[src/rtl/spi_reg_pkg.sv]
`timescale 1ns/1ps
// spi_reg_pkg: shared types and helpers for the SPI register burst port.
// Contents: FSM state enum, header field offsets, SPI mode edge selection.
// No ports; imported by spi_reg_burst.
package spi_reg_pkg;

  typedef enum logic [1:0] {IDLE, HDR, WR, RD} spi_state_t;

  // Header field positions, counted down from the header MSB.
  localparam int HDR_RW_OFS   = 1;
  localparam int HDR_INCR_OFS = 2;

  // MOSI is sampled on the rising SPI edge when CPOL and CPHA agree,
  // otherwise on the falling edge; MISO changes on the opposite edge.
  function automatic logic sample_on_rise(input logic cpol, input logic cpha);
    return cpol == cpha;
  endfunction

  function automatic int imax(input int a, input int b);
    return (a > b) ? a : b;
  endfunction

endpackage

[src/rtl/spi_sync_edge.sv]
`timescale 1ns/1ps
// spi_sync_edge: two-flop synchroniser for an asynchronous SPI pin with
// single-cycle rise/fall pulses derived from the synchronised level.
// Ports: clk/rst (async, active-high), din (async pin), rise/fall (pulses).
module spi_sync_edge #(
  parameter logic RST_VAL = 1'b0
) (
  input  logic clk,
  input  logic rst,
  input  logic din,
  output logic rise,
  output logic fall
);

  logic s1, s2, s3;

  always_ff @(posedge clk or posedge rst) begin
    if (rst) begin
      s1 <= RST_VAL;
      s2 <= RST_VAL;
      s3 <= RST_VAL;
    end else begin
      s1 <= din;
      s2 <= s1;
      s3 <= s2;
    end
  end

  assign rise = s2 & ~s3;
  assign fall = ~s2 & s3;

endmodule

[src/rtl/spi_reg_burst.sv]
`timescale 1ns/1ps
// spi_reg_burst: SPI target register port, all four SPI modes, multi-word
// bursts with optional address auto-increment inside one chip-select frame.
// Ports: SPI pins (spi_clk/spi_cs_n/spi_mosi in, spi_miso out), cpol/cpha,
//   status word, register-file side (reg_addr, reg_wr_en/reg_wr_data,
//   reg_rd_req/reg_rd_data), busy and frame_err flags.
module spi_reg_burst
  import spi_reg_pkg::*;
#(
  parameter  int ADDR_W = 6,
  parameter  int DATA_W = 8,
  localparam int HDR_W  = ADDR_W + 2,
  localparam int STAT_W = HDR_W
) (
  input  logic              clk,
  input  logic              rst,
  input  logic              spi_clk,
  input  logic              spi_cs_n,
  input  logic              spi_mosi,
  output logic              spi_miso,
  input  logic              cpol,
  input  logic              cpha,
  input  logic [STAT_W-1:0] status,
  output logic [ADDR_W-1:0] reg_addr,
  output logic              reg_wr_en,
  output logic [DATA_W-1:0] reg_wr_data,
  output logic              reg_rd_req,
  input  logic [DATA_W-1:0] reg_rd_data,
  output logic              busy,
  output logic              frame_err
);

  localparam int TX_W  = imax(HDR_W, DATA_W);
  localparam int CNT_W = $clog2(TX_W);

  logic clk_rise, clk_fall, cs_rise, cs_fall;

  // Both syncs reset to 0 so a chip select already low at reset release
  // produces no falling edge: the frame must be re-armed by a cs_n rise.
  spi_sync_edge #(.RST_VAL(1'b0)) u_clk_sync (
    .clk  (clk),
    .rst  (rst),
    .din  (spi_clk),
    .rise (clk_rise),
    .fall (clk_fall)
  );

  spi_sync_edge #(.RST_VAL(1'b0)) u_cs_sync (
    .clk  (clk),
    .rst  (rst),
    .din  (spi_cs_n),
    .rise (cs_rise),
    .fall (cs_fall)
  );

  // MOSI goes through the same two-flop depth as spi_clk, so the level seen
  // on an edge pulse is the level present at that SPI edge.
  logic mosi_s1, mosi_s2;

  always_ff @(posedge clk or posedge rst) begin
    if (rst) begin
      mosi_s1 <= 1'b0;
      mosi_s2 <= 1'b0;
    end else begin
      mosi_s1 <= spi_mosi;
      mosi_s2 <= mosi_s1;
    end
  end

  spi_state_t        state;
  logic              armed;
  logic              mode_rise;
  logic              need_load;
  logic              incr_q;
  logic [CNT_W-1:0]  bit_cnt;
  logic [TX_W-2:0]   rx_sr;
  logic [TX_W-1:0]   tx_sr;
  logic [DATA_W-1:0] rd_hold;
  logic              rd_cap;

  logic              sof, eof, samp, chg;
  logic              last_hdr_bit, last_data_bit;
  logic [HDR_W-1:0]  hdr_word;
  logic [DATA_W-1:0] data_word;
  logic [TX_W-1:0]   stat_word, rd_word;

  assign sof  = (state == IDLE) && armed && cs_fall;
  assign eof  = (state != IDLE) && cs_rise;
  // End of frame takes priority over a coincident clock edge.
  assign samp = (state != IDLE) && !eof && (mode_rise ? clk_rise : clk_fall);
  assign chg  = (state != IDLE) && !eof && (mode_rise ? clk_fall : clk_rise);

  assign last_hdr_bit  = (bit_cnt == CNT_W'(HDR_W - 1));
  assign last_data_bit = (bit_cnt == CNT_W'(DATA_W - 1));
  assign hdr_word      = {rx_sr[HDR_W-2:0], mosi_s2};
  assign data_word     = {rx_sr[DATA_W-2:0], mosi_s2};

  // Outgoing words are MSB-aligned in the shared tx shift register.
  assign stat_word = TX_W'(status) << (TX_W - STAT_W);
  assign rd_word   = TX_W'(rd_hold) << (TX_W - DATA_W);
  assign spi_miso  = tx_sr[TX_W-1];

  always_ff @(posedge clk or posedge rst) begin
    if (rst) begin
      state       <= IDLE;
      busy        <= 1'b0;
      armed       <= 1'b0;
      mode_rise   <= 1'b0;
      need_load   <= 1'b0;
      incr_q      <= 1'b0;
      bit_cnt     <= '0;
      rx_sr       <= '0;
      tx_sr       <= '0;
      reg_addr    <= '0;
      reg_wr_en   <= 1'b0;
      reg_wr_data <= '0;
      reg_rd_req  <= 1'b0;
      frame_err   <= 1'b0;
    end else begin
      reg_wr_en  <= 1'b0;
      reg_rd_req <= 1'b0;
      frame_err  <= 1'b0;

      if (cs_rise) armed <= 1'b1;

      // Address advances once the strobe for the current word has gone out.
      if (reg_wr_en || reg_rd_req) reg_addr <= reg_addr + ADDR_W'(incr_q);

      if (eof) begin
        state     <= IDLE;
        busy      <= 1'b0;
        frame_err <= (bit_cnt != '0);
        bit_cnt   <= '0;
        tx_sr     <= '0;
        need_load <= 1'b0;
      end else if (sof) begin
        state     <= HDR;
        busy      <= 1'b1;
        mode_rise <= sample_on_rise(cpol, cpha);
        bit_cnt   <= '0;
        // CPHA=0 must present the status MSB before the first sample edge;
        // CPHA=1 loads it on the first change edge instead.
        tx_sr     <= cpha ? '0 : stat_word;
        need_load <= cpha;
      end else if (state != IDLE) begin
        if (chg) begin
          if (need_load) begin
            need_load <= 1'b0;
            tx_sr     <= (state == HDR) ? stat_word :
                         (state == RD)  ? rd_word   : '0;
          end else begin
            tx_sr <= tx_sr << 1;
          end
        end

        if (samp) begin
          rx_sr <= {rx_sr[TX_W-3:0], mosi_s2};
          if (state == HDR && last_hdr_bit) begin
            bit_cnt    <= '0;
            need_load  <= 1'b1;
            reg_addr   <= hdr_word[ADDR_W-1:0];
            incr_q     <= hdr_word[HDR_W-HDR_INCR_OFS];
            state      <= hdr_word[HDR_W-HDR_RW_OFS] ? WR : RD;
            reg_rd_req <= !hdr_word[HDR_W-HDR_RW_OFS];
          end else if (state != HDR && last_data_bit) begin
            bit_cnt   <= '0;
            need_load <= 1'b1;
            if (state == WR) begin
              reg_wr_data <= data_word;
              reg_wr_en   <= 1'b1;
            end else begin
              // Prefetch for the next word; dropped silently if the frame ends.
              reg_rd_req <= 1'b1;
            end
          end else begin
            bit_cnt <= bit_cnt + 1'b1;
          end
        end
      end
    end
  end

  // Read data arrives one cycle after the request; hold it for the next load.
  always_ff @(posedge clk or posedge rst) begin
    if (rst) begin
      rd_cap  <= 1'b0;
      rd_hold <= '0;
    end else begin
      rd_cap <= reg_rd_req;
      if (rd_cap) rd_hold <= reg_rd_data;
    end
  end

endmodule

[config.mk]
export PLATFORM = sky130hd
export DESIGN_NAME = spi_reg_burst
export DESIGN_NICKNAME = d
export VERILOG_FILES = /design/src/rtl/spi_reg_pkg.sv /design/src/rtl/spi_sync_edge.sv /design/src/rtl/spi_reg_burst.sv
export SDC_FILE = /design/constraint.sdc
export NUM_CORES = 1
export LEC_CHECK = 0
export ABC_AREA = 0
export CAP_MARGIN = 0
export CORE_UTILIZATION = 48
export CTS_CLUSTER_DIAMETER = 120
export DETAILED_ROUTE_END_ITERATION = 7
export PLACE_DENSITY = 0.76
export SETUP_SLACK_MARGIN = 0.02
export SLEW_MARGIN = 15
export SYNTH_ARGS = -nofsm -noshare
export SYNTH_HDL_FRONTEND = slang
export SYNTH_SLANG_ARGS = --single-unit
export TNS_END_PERCENT = 5
[constraint.sdc]
create_clock -name clk -period 2.05 [get_ports clk]
set_clock_uncertainty 0.15 [all_clocks]
set_input_delay 0.3075 -clock clk [delete_from_list [all_inputs] [get_ports clk]]
set_output_delay 0.3075 -clock clk [all_outputs]
set_load 0.01 [all_outputs]
[Word level (Yosys, flattened, before mapping)]
Cells that the tools add are included.
Word-level totals
  register bits after elaboration: 59
  bits of input ports: 23
  output and inout port bits: 19
  word-level logic and storage cells: 121
Cells by class
  add/sub/neg operators: 2
  equal/unequal tests: 6
  muxes and demuxes: 52
  bitwise logic cells: 11
  reduce and logical (&&, ||, !) cells: 26
Operators by type and width (count)
  $mux 8: 8
  $mux 6: 6
  $mux 1: 27
  $mux 3: 6
  $reduce_bool 3->1: 5
  $mux 2: 5
  $logic_and 1x1->1: 8
  $not 1->1: 7
  $reduce_and 7->1: 1
  $add 6x1->6: 1
  $reduce_and 2->1: 3
  $reduce_and 5->1: 1
  $and 1x1->1: 4
  $eq 2x2->1 const B: 2
  $reduce_and 4->1: 1
  $reduce_bool 2->1: 2
  $add 3x1->3 const B: 1
  $eq 3x3->1 const B: 1
  $reduce_and 3->1: 1
  $eq 2x1->1 const B: 1
  $logic_not 1->1: 2
  $logic_not 2->1: 1
  $ne 2x1->1 const B: 1
  $eq 1x1->1: 1
  $logic_or 1x1->1: 1

[Logic depth before layout (Yosys ltp)]
Gate-level depths: netlist (run 1).
  depth in word-level cells: 13
  depth in mapped cells: 6
  mapped depth without buffers: 5

[Cells and area by module]
A second synthesis (run 1) with hierarchy kept.
Second synthesis, totals
  cells, all modules: 228
  area total of the unflattened synthesis: 2691.3 µm²
Modules (own cells, without submodules)
  spi_reg_burst: instances 1, cells each 216, area each 2503.7 µm², seq. area each 1326.3 µm²
  spi_sync_edge: instances 2, cells each 6, area each 93.8 µm², seq. area each 75.1 µm²

[Least setup slack after synthesis (run 1)]
No wires, ideal clock.
  path kind: reg2reg
  start point: register state[0]
  end point: register tx_sr[1]
  setup time: 0.126 ns
  arrival: 1.653 ns
  required time: 1.774 ns
  setup slack: 0.121 ns
  cell stages (with the launch flop): 6
  path buffers: 1
  clock period less this slack: 1.929 ns
  cell sequence: dfrtp_1 > or4b_4 > o22ai_4 > nor2b_1 > buf_6 > a221o_1
Between the ends
  longest elaborated chain between the ends: 8
  elaborated cells on any way between the ends: 20
  classes of those cells: eq/ne (2); mux (7); reduce/logical (11)
Ends and longest elaborated chain
  start: declaration: line spi_reg_burst.sv:70  | spi_state_t state;
  start signal: assignment: line spi_reg_burst.sv:163  | state <= hdr_word[HDR_W-HDR_RW_OFS] ? WR : RD;
  $eq 2x2->1: line spi_reg_burst.sv:150  | (state == RD) ? rd_word : '0;
  $mux 8: line spi_reg_burst.sv:150
  $mux 8: line spi_reg_burst.sv:149  | tx_sr <= (state == HDR) ? stat_word :
  $mux 8: line spi_reg_burst.sv:147  | if (need_load) begin
  $mux 8: line spi_reg_burst.sv:146  | if (chg) begin
  $mux 8: line spi_reg_burst.sv:145  | end else if (state != IDLE) begin
  $mux 8: line spi_reg_burst.sv:136  | end else if (sof) begin
  $mux 8: line spi_reg_burst.sv:129  | if (eof) begin
  end signal: assignment: line spi_reg_burst.sv:143  | tx_sr <= cpha ? '0 : stat_word;
  end signal: assignment: line spi_reg_burst.sv:149
  end signal: assignment: line spi_reg_burst.sv:152  | tx_sr <= tx_sr << 1;
  end: declaration: line spi_reg_burst.sv:77  | logic [TX_W-1:0] tx_sr;
Parallel ways exist; a longest one is shown, timed or not. The select of a mux whose other input is x is not followed.
A chain may end at the register's enable or synchronous reset.

[Final worst setup path (run 1)]
  start point: register state[1]
  end point: register tx_sr[3]
The elaborated chain is that of the path after synthesis.

==> results of run 1 <==
## cell usage in the layout (no fill, tap or decap), types with 2 or more instances in the layout
| master | n |
|---|---|
| inv_1 | 8 |
| mux2i_1 | 4 |
| nand2b_1 | 4 |
| nand3_1 | 2 |
| buf_12 | 2 |
| nand3b_1 | 2 |
| xor2_1 | 4 |
| buf_4 | 9 |
| clkinvlp_4 | 3 |
| o21ai_0 | 4 |
| mux2_2 | 31 |
| nor2b_1 | 9 |
| clkbuf_8 | 10 |
| dfrtp_1 | 59 |
| o211ai_1 | 2 |
| a21oi_1 | 18 |
| clkdlybuf4s50_1 | 41 |
| and3b_1 | 2 |
| a221o_1 | 7 |
| ha_1 | 5 |
| o2111ai_1 | 4 |
| or2_2 | 2 |
| nor2_1 | 17 |
| nand2_1 | 4 |
## path summary, 6_finish.rpt
kind,startpoint,to,cells after the start
worst max-delay path,state[1],tx_sr[3],4
worst min-delay path,rst,reg_addr[3],3
worst max register to register,state[1],tx_sr[3],4
worst min register to register,mosi_s1,mosi_s2,0
max in group asynchronous,rst,reg_addr[5],3
min in group clk,mosi_s1,mosi_s2,0
## per-layer routing
metal | part of all wire | routed length (um) | track usage | vias to the layer above
met5 | 0 | 0 | 0 | -
met4 | 0.021 | 106 | 0.0865 | 0
met3 | 0.054 | 275 | 0.0671 | 11
met2 | 0.46 | 2310 | 0.290 | 55
met1 | 0.47 | 2360 | 0.252 | 868
li1 | - | - | - | 874
## report_power, final
part / leakage [nW] / internal [W] / switching (W)
Combinational: 0.704 / 0.000235 / 0.000185
Sequential: 0.782 / 0.00129 / 0.000129
Clock: 0.0922 / 0.000598 / 0.000451
Total: 1.58 / 0.00213 / 0.000765
## worst register-to-register path, cell delays in order, from the launching register on
cell	delay, ps
dfrtp_1	410
or4b_4	580
o22ai_4	160
nor2b_2	130
a221o_1	380
## logic make-up after synthesis
family                     share of synthesized area
AOI/OAI and AO/OA                              0.114
xor gates and xnor gates                      0.0166
adders and majority gates                     0.0237
buffers and inverters                         0.0284
DFF                                            0.559
muxes                                          0.152
and+or+nand+nor                                0.107
## stage by stage
step | instances | total power (W)
global route | 344 | 0.00304
global placement | 328 | 0.00184
detailed placement | 328 | 0.00186
CTS | 344 | 0.00293
floorplan | 214 | 0.00168
finish | 344 | 0.00289
## repair_timing
action | CTS | global route
pin swaps | 0 | 0
gates resized for setup | 1 | 1
endpoints found under the setup margin | 1 | 5
## state kept, by name, indices dropped and copies added (netlist names), 2 cells and up
signal	cells
rd_hold	8
rx_sr	7
bit_cnt	3
reg_wr_data	8
reg_addr	6
state	2
tx_sr	8
## layout make-up
| class | count | area, sq um | share of cell area |
|---|---|---|---|
| Timing Repair Buffer | 52 | 518 | 0.152 |
| Clock inverter | 5 | 61.3 | 0.0179 |
| Clock buffer | 11 | 141 | 0.0414 |
| Inverter | 9 | 33.8 | 0.00989 |
| Tap cell | 70 | 87.6 | 0.0256 |
| Multi-Input combinational cell | 138 | 1100 | 0.321 |
| Sequential cell | 59 | 1480 | 0.432 |
==> metrics.csv, run 1 <==
stage;metric;value;unit
timing;report.final.slew_viol_count;0;
placed_design;placed_area;3210;sq um
global_routing;grt_use_total;0.192;
run_status;run_status;completed;
routing;routed-via-count;1808;
global_routing;antenna_found_initial;0;
floorplan;dieArea;5810;sq um
routing;viasPerCell;5.26;
routing;drtPass1Iterations;4;
logic_synthesis;synth_edf_count;0;
logic_synthesis;synth_most_common_cell;dfrtp_1;
worst_setup_path;critPathCaptureType;register;
layout;area_delta_synth_final;29.3;%
worst_setup_path;cp_max_fo;9;
timing;post-route-min-period;1940;ps
cts;cts_setup_buffers;0;
worst_setup_path;slowest_delay;580;ps
cts;cts_hold_buf;0;
power_and_ir_drop;irDropWorstVdd;0.474;mV
global_routing;grt_pass1_wl;8560;um
cts;clk_pin_slew;60;ps
floorplan;die_w;76.2;um
routing;wl_per_cell;14.7;um
placed_design;pre_cts_slack;22.2;ps
logic_synthesis;yosys-top-cells-area;dfrtp_1, mux2_2, a21oi_1;
placed_design;place.gp.congestion;0.813;
logic_synthesis;yosysTopAreaCellShare;0.559;
logic_synthesis;synth_top_flop_cell;dfrtp_1;
timing;fin_crit_sh;0.945;
floorplan;ioPinCount;42;
floorplan;fp.coreArea;5200;sq um
floorplan;row_count;26;
cts;clock_path_buffers;2;
timing;setup_viol;0;
logic_synthesis;syn_inst;214;
timing;tightest_slew;638;ps
worst_setup_path;reg2reg_slack;110;ps
logic_synthesis;ys_seq_area_frac;0.559;
timing;hold_violations;0;
logic_synthesis;synth_largest_area_cell;dfrtp_1;
global_routing;grt-ovfl-total;0;
layout;drive_above_1_share;0.241;
logic_synthesis;syn_nets;242;
worst_setup_path;crit_buf_inv;0;
cts;cts_tree;yes;
layout;fin_area;3420;sq um
cts;cts-root-buf;clkbuf_8;
cts;cts_sinks;59;
logic_synthesis;synth.top_cells.by_count;dfrtp_1, mux2_2, a21oi_1;
worst_setup_path;required;2110;ps
timing;tns;0;ps
power_and_ir_drop;total_leakage_power;1.58;nW
placed_design;portBuffers;41;
layout;postLayoutCoreUtil;0.656;
worst_setup_path;criticalPathCategory;reg -> reg;
layout;diodes;0;
global_routing;grt_max_degree;60;
logic_synthesis;ys_warn_count;0;
floorplan;die_h;76.2;um
power_and_ir_drop;powerDensity;847;nW/um^2
floorplan;start_util;0.508;
run;max_cap_viol_count;0;
logic_synthesis;syn-cell-area;2640;sq um
logic_synthesis;syn_avg_cell_area;12.3;sq um
routing;drtIter0Drc;73;
timing;maxSlewHeadroom;0.573;
cts;cts_buffers;9;
worst_setup_path;critPathLaunchType;register;
timing;fmax;0.516;GHz
hold_path;worst_hold_path_type;in -> async;
worst_setup_path;worstPathArrival;1990;ps
worst_setup_path;crit_path_cell_trace;or4b_4 -> o22ai_4 -> nor2b_2 -> a221o_1;
timing;whs;181;ps
global_routing;grt_pass1_vias;1771;
layout;fin_nets;297;
routing;wirelength;5060;um
timing;rsz0062_at_grt;false;
worst_setup_path;cp_slowest_cell;or4b_4;
logic_synthesis;yosysUniqueCellTypes;39;
cts;worstSkewPairLatency;330;ps
logic_synthesis;ys_seq_elements;59;
routing;drc;0;
layout;fill_cells;405;
timing;timing.final.ws_setup;113;ps
placed_design;hpwl;3470;um
logic_synthesis;async_reset_ff_frac;1.00;
cts;h-tree-depth;3;
routing;ant_nets;0;
worst_setup_path;cpLargestDelayFamily;simple AND/OR/NAND/NOR gates;
Note: power is estimated with default switching activity, not from simulation.
==> run 2, diff against run 1 <==
--- a/config.mk
+++ b/config.mk
@@ -7,10 +7,12 @@
 export LEC_CHECK = 0
 export ABC_AREA = 0
 export CAP_MARGIN = 0
-export CORE_UTILIZATION = 48
+export CELL_PAD_IN_SITES_DETAIL_PLACEMENT = 0
+export CELL_PAD_IN_SITES_GLOBAL_PLACEMENT = 1
+export CORE_UTILIZATION = 38
 export CTS_CLUSTER_DIAMETER = 120
 export DETAILED_ROUTE_END_ITERATION = 7
-export PLACE_DENSITY = 0.76
+export PLACE_DENSITY = 0.8
 export SETUP_SLACK_MARGIN = 0.02
 export SLEW_MARGIN = 15
 export SYNTH_ARGS = -nofsm -noshare
==> metrics.csv, run 2 (synthesis results as in run 1) <==
stage;metric;value;unit;change
run_status;run_status;completed;;
timing;fmax;0.527;GHz;+2.1%
global_routing;grt_use_total;0.158;;-0.0348
routing;drtIter0Drc;60;;-18%
floorplan;row_count;30;;+15%
worst_setup_path;r2r_cells;4;;unchanged
worst_setup_path;critPathLaunchType;register;;
global_routing;grt-ovfl-total;0;;unchanged
routing;routed-via-count;1823;;+0.83%
global_routing;grt_pass1_vias;1808;;+2.1%
layout;area_delta_synth_final;30.9;%;
timing;rsz0062_at_grt;false;;
floorplan;ioPinCount;42;;unchanged
floorplan;start_util;0.391;;-0.117
worst_setup_path;reg2reg_slack;150;ps;+40 ps
floorplan;die_w;85.4;um;+12%
worst_setup_path;slowest_delay;580;ps;about the same
timing;setup_viol;0;;unchanged
timing;maxSlewHeadroom;0.605;;+0.0316
run;max_cap_viol_count;0;;unchanged
floorplan;fp.coreArea;6760;sq um;+30%
placed_design;place.gp.congestion;0.829;;+2.0%
floorplan;dieArea;7290;sq um;+26%
timing;hold_violations;0;;unchanged
worst_setup_path;cp_max_fo;9;;unchanged
power_and_ir_drop;total_leakage_power;1.60;nW;+1.5%
routing;drc;0;;unchanged
timing;tns;0;ps;unchanged
routing;ant_nets;0;;unchanged
power_and_ir_drop;irDropWorstVdd;0.631;mV;+33%
worst_setup_path;cp_slowest_cell;or4b_4;;
routing;drtPass1Iterations;4;;unchanged
cts;cts_buffers;9;;unchanged
timing;fin_crit_sh;0.926;;-0.0192
worst_setup_path;criticalPathCategory;reg -> reg;;
timing;timing.final.ws_setup;153;ps;+39.4 ps
timing;report.final.slew_viol_count;0;;unchanged
cts;cts-root-buf;clkbuf_8;;
layout;final_common_cell;dfrtp_1;;
hold_path;worst_hold_path_type;in -> async;;
worst_setup_path;worstPathArrival;1960;ps;-30 ps
routing;viasPerCell;5.11;;-2.8%
cts;cts_sinks;59;;unchanged
worst_setup_path;critPathCaptureType;register;;
global_routing;grt_max_degree;31;;-48%
worst_setup_path;crit_path_cell_trace;or4b_4 -> o22ai_4 -> nor2b_2 -> a221o_1;;
cts;clk_pin_slew;70;ps;about the same
layout;diodes;0;;unchanged
placed_design;portBuffers;41;;unchanged
power_and_ir_drop;powerDensity;851;nW/um^2;+0.54%
global_routing;grt_pass1_wl;8710;um;+1.8%
timing;tightest_slew;590;ps;-47.2 ps
timing;post-route-min-period;1900;ps;-39.4 ps
layout;fin_nets;300;;+1.0%
layout;drive_above_1_share;0.253;;+0.0118
floorplan;die_h;85.4;um;+12%
worst_setup_path;worstReg2RegEnd;tx_sr[2];;
worst_setup_path;required;2110;ps;about the same
placed_design;hpwl;3640;um;+4.7%
cts;clock_path_buffers;2;;unchanged
global_routing;antenna_found_initial;0;;unchanged
routing;wl_per_cell;14.3;um;-2.8%
routing;wirelength;5100;um;+0.89%
placed_design;pre_cts_slack;51.8;ps;+29.6 ps
layout;reg_top3;rd_hold (8), reg_wr_data (8), tx_sr (8);;
cts;h-tree-depth;3;;unchanged
layout;layout_common_cells;dfrtp_1, clkdlybuf4s50_1, mux2_2, a21oi_1, nor2_1;;
cts;worstSkewPairLatency;330;ps;about the same
cts;cts_tree;yes;;
worst_setup_path;rr_startpoint;state[1];;
==> run 2: cell count changes in the layout (fill, tap and decap cells not counted), sizes merged <==
cell,change
clkbuf,-1
clkinvlp,-2
clkinv,+3
buf,+3
==> run 2: repair_timing <==
item / 4_1_cts / 5_1_grt
buffers inserted: 0 / 0
hold buffers: 0 / 0
endpoints found under the setup margin: 0 / 11
hold endpoints to repair: 0 / 0
gates resized for setup: 0 / 2
==> run 2: where the power goes <==
| part | internal, W | switching (W) | total (W) |
|---|---|---|---|
| Clock | 0.000604 | 0.000489 | 0.00109 |
| Sequential | 0.00129 | 0.000118 | 0.00141 |
| Combinational | 0.000251 | 0.000188 | 0.000440 |
==> run 2: how the worst max path moves through the flow <==
| stage | depth (start not counted) | endpoint | start | slack, ps |
|---|---|---|---|---|
| floorplan | 5 | tx_sr[1] | state[0] | 120 |
| global placement | 4 | tx_sr[0] | state[1] | 80 |
| detailed placement | 5 | reg_wr_data[4] | bit_cnt[0] | 50 |
| CTS | 5 | reg_wr_data[4] | bit_cnt[0] | 40 |
| global route | 4 | tx_sr[2] | state[1] | 60 |
| finish | 4 | tx_sr[2] | state[1] | 150 |
==> run 2: area by class of cell <==
| class | count | area, sq um |
|---|---|---|
| clock buffers | 10 | 138 |
| clock inverters | 6 | 72.6 |
| fillers | 593 | 3300 |
| inverters | 9 | 33.8 |
| multi-input cells | 138 | 1100 |
| flip-flops and latches | 59 | 1480 |
| well taps | 80 | 100 |
| repair buffers | 55 | 541 |
==> run 2: routing by layer <==
metal / track usage / wire, um
met1: 0.210 / 2490
met2: 0.232 / 2270
met3: 0.0360 / 217
met4: 0.103 / 123
met5: 0 / 0
==> run 2: stage by stage <==
step / hold WS [ps] / instance area [sq um] / utilization / total power (W) / instances
after floorplan: 181 / 2640 / - / 0.00168 / 214
after global placement: 182 / 3240 / 0.480 / 0.00186 / 341
after detailed placement: 187 / 3240 / 0.480 / 0.00188 / 341
after CTS: 84.7 / 3450 / 0.511 / 0.00298 / 357
after global routing: 114 / 3460 / 0.512 / 0.00311 / 357
final: 88.1 / 3460 / 0.512 / 0.00294 / 357
==> run 2: critical path: cells and delay by family (launching register included) <==
kind             cells  cell delay (ps)
AO/OA/AOI/OAI        2              520
flip-flops           1              400
AND/OR/NAND/NOR      2              700
